### config.mk
export PLATFORM = sky130hd
export DESIGN_NAME = dsp_out_norm
export DESIGN_NICKNAME = d
export VERILOG_FILES = /design/src/rtl/dsp_pkg.sv /design/src/rtl/norm_fifo.sv /design/src/rtl/dsp_out_norm.sv
export SDC_FILE = /design/constraint.sdc
export NUM_CORES = 1
export LEC_CHECK = 0
export ABC_AREA = 1
export CAP_MARGIN = 30
export CELL_PAD_IN_SITES_DETAIL_PLACEMENT = 2
export CELL_PAD_IN_SITES_GLOBAL_PLACEMENT = 2
export CORE_MARGIN = 5
export CORE_UTILIZATION = 35
export CTS_CLUSTER_DIAMETER = 40
export DETAILED_ROUTE_END_ITERATION = 8
export HOLD_SLACK_MARGIN = 0.15
export PLACE_DENSITY = 0.81
export SYNTH_ARGS = -nofsm -noshare
export SYNTH_HDL_FRONTEND = slang
export SYNTH_SLANG_ARGS = --single-unit
### constraint.sdc
create_clock -name clk -period 2.5 [get_ports clk]
set_input_delay 0.75 -clock clk [delete_from_list [all_inputs] [get_ports clk]]
set_output_delay 0.75 -clock clk [all_outputs]
set_load 0.01 [all_outputs]
### src/rtl/dsp_pkg.sv
`default_nettype none
// ============================================================================
// Module      : dsp_pkg
// Description : Shared widths and pixel clamp for the dsp16x8 cascade and its
//               output normaliser.
// Revision    : 1.0 - initial release
// ============================================================================
package dsp_pkg;

    localparam int DSP_P_W = 48;
    localparam int PIX_W   = 8;
    localparam int PIX_MAX = 255;

    // Returns {sat, pixel}; the input is the already shifted, sign-extended sum.
    function automatic logic [PIX_W:0] clamp_pix(input logic signed [DSP_P_W:0] s);
        logic [PIX_W:0] res;
        if (s < 0) begin
            res = {1'b1, {PIX_W{1'b0}}};
        end else if (s > PIX_MAX) begin
            res = {1'b1, {PIX_W{1'b1}}};
        end else begin
            res = {1'b0, s[PIX_W-1:0]};
        end
        return res;
    endfunction

endpackage
`default_nettype wire

### src/rtl/norm_fifo.sv
`default_nettype none
// ============================================================================
// Module      : norm_fifo
// Description : Synchronous FIFO with extra pointer bit for full/empty, no
//               bypass path. Overflow policy belongs to the instantiating block.
// Revision    : 1.0 - initial release
// ============================================================================
module norm_fifo
    import dsp_pkg::*;
#(
    parameter int WIDTH = PIX_W + 1,
    parameter int DEPTH = 4
) (
    input  logic                     clk,
    input  logic                     rst,
    input  logic                     wr_en,
    input  logic [WIDTH-1:0]         wr_data,
    input  logic                     rd_en,
    output logic [WIDTH-1:0]         rd_data,
    output logic                     full,
    output logic                     empty,
    output logic [$clog2(DEPTH):0]   level
);

    localparam int AW = $clog2(DEPTH);
    localparam logic [AW:0] C_DEPTH = (AW+1)'(DEPTH);

    logic [WIDTH-1:0] r_mem [DEPTH];
    logic [AW:0]      r_wr_ptr;
    logic [AW:0]      r_rd_ptr;
    logic             w_rd;
    logic             w_wr;

    assign level   = r_wr_ptr - r_rd_ptr;
    assign empty   = (r_wr_ptr == r_rd_ptr);
    assign full    = (level == C_DEPTH);
    assign rd_data = r_mem[r_rd_ptr[AW-1:0]];

    // A write into a full FIFO is legal only when the head leaves on the same
    // edge; it then lands in the slot being vacated.
    assign w_rd = rd_en && !empty;
    assign w_wr = wr_en && (!full || w_rd);

    always_ff @(posedge clk) begin
        if (rst) begin
            r_wr_ptr <= '0;
            r_rd_ptr <= '0;
        end else begin
            if (w_wr) begin
                r_wr_ptr <= r_wr_ptr + 1'b1;
            end
            if (w_rd) begin
                r_rd_ptr <= r_rd_ptr + 1'b1;
            end
        end
    end

    always_ff @(posedge clk) begin
        if (w_wr) begin
            r_mem[r_wr_ptr[AW-1:0]] <= wr_data;
        end
    end

endmodule
`default_nettype wire

### src/rtl/dsp_out_norm.sv
`default_nettype none
// ============================================================================
// Module      : dsp_out_norm
// Description : Rounds/shifts the cascade sum, clamps to an 8-bit pixel and
//               buffers it toward the sink. Define NORM_ROUND_EN for round
//               half up; otherwise the shift floors.
// Revision    : 1.0 - initial release
// ============================================================================
module dsp_out_norm
    import dsp_pkg::*;
#(
    parameter int SHIFT = 7,
    parameter int DEPTH = 4
) (
    input  logic                     clk,
    input  logic                     rst,
    input  logic [DSP_P_W-1:0]       p_i,
    input  logic                     p_valid_i,
    output logic [PIX_W-1:0]         px_o,
    output logic                     px_sat_o,
    output logic                     px_valid_o,
    input  logic                     px_ready_i,
    output logic                     ovf_o,
    output logic [$clog2(DEPTH):0]   level_o
);

`ifdef NORM_ROUND_EN
    localparam logic signed [DSP_P_W:0] C_RND =
        (SHIFT > 0) ? ((DSP_P_W+1)'(1) <<< ((SHIFT > 0) ? SHIFT - 1 : 0)) : '0;
`else
    localparam logic signed [DSP_P_W:0] C_RND = '0;
`endif

    logic signed [DSP_P_W:0] r_s1;
    logic                    r_v1;
    logic [PIX_W:0]          r_px2;
    logic                    r_v2;
    logic                    r_ovf;

    logic signed [DSP_P_W:0] w_sum;
    logic signed [DSP_P_W:0] w_shift;
    logic [PIX_W:0]          w_head;
    logic                    w_full;
    logic                    w_empty;
    logic                    w_pop;
    logic                    w_wr;

    // One extra bit keeps the rounding add from wrapping at the 48-bit limits.
    assign w_sum   = $signed({p_i[DSP_P_W-1], p_i}) + C_RND;
    assign w_shift = r_s1 >>> SHIFT;

    always_ff @(posedge clk) begin
        if (rst) begin
            r_v1 <= 1'b0;
            r_v2 <= 1'b0;
        end else begin
            r_v1 <= p_valid_i;
            r_v2 <= r_v1;
        end
    end

    // Data registers only move with a valid sample and need no reset.
    always_ff @(posedge clk) begin
        if (p_valid_i) begin
            r_s1 <= w_sum;
        end
        if (r_v1) begin
            r_px2 <= clamp_pix(w_shift);
        end
    end

    assign w_pop = !w_empty && px_ready_i;
    assign w_wr  = r_v2 && (!w_full || w_pop);

    always_ff @(posedge clk) begin
        if (rst) begin
            r_ovf <= 1'b0;
        end else if (r_v2 && w_full && !w_pop) begin
            r_ovf <= 1'b1;
        end
    end

    norm_fifo #(
        .WIDTH (PIX_W + 1),
        .DEPTH (DEPTH)
    ) u_fifo (
        .clk     (clk),
        .rst     (rst),
        .wr_en   (w_wr),
        .wr_data (r_px2),
        .rd_en   (w_pop),
        .rd_data (w_head),
        .full    (w_full),
        .empty   (w_empty),
        .level   (level_o)
    );

    // The memory is not reset, so the head is masked while nothing is stored.
    assign px_valid_o = !w_empty;
    assign px_o       = w_empty ? '0   : w_head[PIX_W-1:0];
    assign px_sat_o   = w_empty ? 1'b0 : w_head[PIX_W];
    assign ovf_o      = r_ovf;

endmodule
`default_nettype wire

==> impl_metrics.toml <==
[placement]
dp_cells = 499
gp_congestion = 0.7194
place_area_mm2 = 0.004613
dp_hpwl_um = 6552
port_buffers = 58

[floorplan]
rows = 37
die_x_um = 113.2
initial_core_util_pct = 35.96
core_mm2 = 0.01037
num_io_pins = 66
die_y_um = 113.2
dieArea_mm2 = 0.01282

[setup_path]
r2r_cells = 10
cp-start-kind = "flip-flop"
critPathMaxFanout = 5
r2r-end = "u_fifo.r_mem[1][3]"
reg2reg_setup_slack_ns = 0.38
critical_path_required_ns = 1.75
cp.arrival_ns = 1.70
critPathKind = "reg -> out"
end_kind = "primary output"
r2r_start = "u_fifo.r_wr_ptr[0]"

[layout]
nets = 435
drive_above_1_share_pct = 20.79
syn_to_final_growth_pct = 30.97
fin_util_pct = 47.09
n_fill_cell = 1045
layout_common_cells = "edfxtp_1 (86), nor2_1 (66), clkdlybuf4s50_1 (44)"
stdcell_count = 516
diodes = 0
multi_input_area_um2 = 869.6
fin_area_mm2 = 0.004883
final_common_cell = "edfxtp_1"
ff_latch_area_mm2 = 0.002813

[pwr]
cellInternalPower_w = 0.002703
power_density_mw_per_mm2 = 774.8
p_sw_w = 0.001081
p_total_w = 0.003784
seq_power_share_pct = 50.9
irDropWorstVdd_mv = 0.3052
switching_share_pct = 28.56
p_leak_nw = 1.790
clkPwrFrac_pct = 27.2
power_frac_comb_pct = 22.0

[clocking]
clockBufferDepth = 2
cts_tree = "done"
cts_sinks = 97
clk_latency_ns = 0.37
cts-root-buf = "clkbuf_8"
clock_tree.htree_level_count = 3
numCtsBuffers = 9
cts_setup_buffers = 0
clkTransAtPathRegs_ns = 0.10

[worst_hold_path]
holdPathStages = 2
hold_class = "reg -> reg"
hold_start = "ovf_o"
min_to = "ovf_o"

[drt]
wl_per_cell_um = 18.17
drtAntennaViolNets = 0
first_pass_iters = 4
remaining_drc_errors = 0
postRouteWirelength_um = 9377
vias = 2436
first_iter_violations = 91
viasPerCell = 4.721

[timing]
finalCriticalPeriod_ns = 2.446
rsz0062_at_grt = "yes"
max_slew_margin_pct = 69.58
timing.final.hold_violations = 0
tightest_slew_ns = 0.4557
setup_viol = 0
clock-skew-final_ns = 0.01229
slew_viol_final = 0
finalCritPeriodShare_pct = 97.83
timing.fmax_ghz = 0.4089

[grt]
grt_pass1_wl_um = 14990
grt_start_max_net_pins = 22
grtUsageTotal_pct = 15.58
antenna_found_initial = 0
grt_pass1_vias = 2871
gr-total-overflow = 0

[synth]
yosysWarnings = 0
synth_fp_nets = 348
ys_types = 20
seq_area_frac_synth_pct = 75.17
syn_inst = 288
syn_area_mm2 = 0.003729
avgSynthCellArea_um2 = 12.95
synth-seq-cells = 97

[run_status]
status = "finished, final reports clean"

[job]
max_cap_violations = 0
## layout make-up
| type | instances | share of cell area, % |
|---|---|---|
| inverter | 31 | 2.613 |
| tap | 136 | 3.484 |
| clock buffer | 10 | 2.613 |
| clock inverter | 6 | 1.384 |
| timing repair buffer | 80 | 14.50 |
| multi-input combinational | 156 | 17.81 |
| sequential | 97 | 57.60 |
## repair_timing
| action | CTS | global route |
|---|---|---|
| setup endpoints to repair | 13 | 12 |
| cloned | 1 | 0 |
| pin swaps | 1 | 3 |
| gates resized for setup | 59 | 24 |
| endpoints found under the hold margin | 0 | 0 |
| hold buffers | 0 | 0 |
## power by group through the flow
| stage | registers, W | clock network, W | logic (W) |
|---|---|---|---|
| 6_report | 0.00192 | 0.00103 | 0.000831 |
| 5_1_grt | 0.00193 | 0.00114 | 0.000913 |
| 4_1_cts | 0.00192 | 0.00106 | 0.000771 |
| 3_5_place_dp | 0.00196 | 0 | 0.000761 |
| 3_3_place_gp | 0.00194 | 0 | 0.000713 |
| 2_1_floorplan | 0.00194 | 0 | 0.000335 |
## per-layer routing
metal  up-vias  share of wire [%]  global-route usage [%]
li1       1159                  -                       -
met1      1197                 40                   17.18
met2        66                 54                   28.59
met3        14                4.5                   4.011
met4         0                2.0                   6.010
met5         -                  0                       0
## cell usage after synthesis (all sizes together)
| master | number | area [um^2] |
|---|---|---|
| inv | 29 | 108.9 |
| o21ai | 29 | 145.1 |
| fa | 1 | 20.02 |
| buf | 3 | 15.01 |
| nor2 | 66 | 247.7 |
| edfxtp | 86 | 2582 |
| nand2 | 25 | 113.9 |
| clkinv | 2 | 7.510 |
| nand3 | 9 | 75.07 |
| a21oi | 16 | 80.08 |
| clkbuf | 1 | 3.750 |
| nand4 | 2 | 12.51 |
| ha | 7 | 87.58 |
| dfxtp | 11 | 220.2 |
| xor2 | 1 | 8.760 |
## critical path, stage by stage, from the launching register on
cell and delay, ns:
dfxtp_4 0.37, inv_4 0.04, ha_4 0.24, nand2_2 0.06, inv_2 0.04, nand3_4 0.08, clkinv_4 0.08, buf_8 0.14
a21oi_2 0.12, buf_2 0.15
## logic make-up after synthesis
family	share of synthesized area, %
AOI/OAI and AO/OA	6.040
DFF	75.17
and+or+nand+nor	12.05
adders and majority gates	2.886
buffers and inverters	3.624
xor gates and xnor gates	0.2349
## per-stage QoR
stage	TNS, ns	setup WS [ns]	hold slack (ns)
floorplan	0	0.3388	0.4587
global placement	-0.1936	-0.06494	0.4564
detailed placement	-0.8799	-0.1471	0.4922
CTS	-0.1134	-0.02213	0.5171
global route	-0.1079	-0.03359	0.5635
finish	0	0.05434	0.4998
## worst max-delay path by stage
stage                                  start                  to  slack [ns]  cells after the start
after floorplan           u_fifo.r_wr_ptr[0]  u_fifo.r_mem[0][0]        0.34                      8
after global placement    u_fifo.r_wr_ptr[0]             px_o[3]       -0.06                      9
after detailed placement  u_fifo.r_rd_ptr[1]            px_sat_o       -0.15                      9
after CTS                 u_fifo.r_rd_ptr[1]             px_o[6]       -0.02                      9
after global routing      u_fifo.r_wr_ptr[0]             px_o[5]       -0.03                      9
final                     u_fifo.r_wr_ptr[0]             px_o[5]        0.05                      9
## state kept, by name, summed over array words and instances, names as in the netlist, named ones only
register	count
r_s1	41
u_fifo.r_mem	36
r_px2	9
u_fifo.r_rd_ptr	3
u_fifo.r_wr_ptr	3
ovf_o	1
r_v1	1
r_v2	1
(Power assumes the default switching activity.)
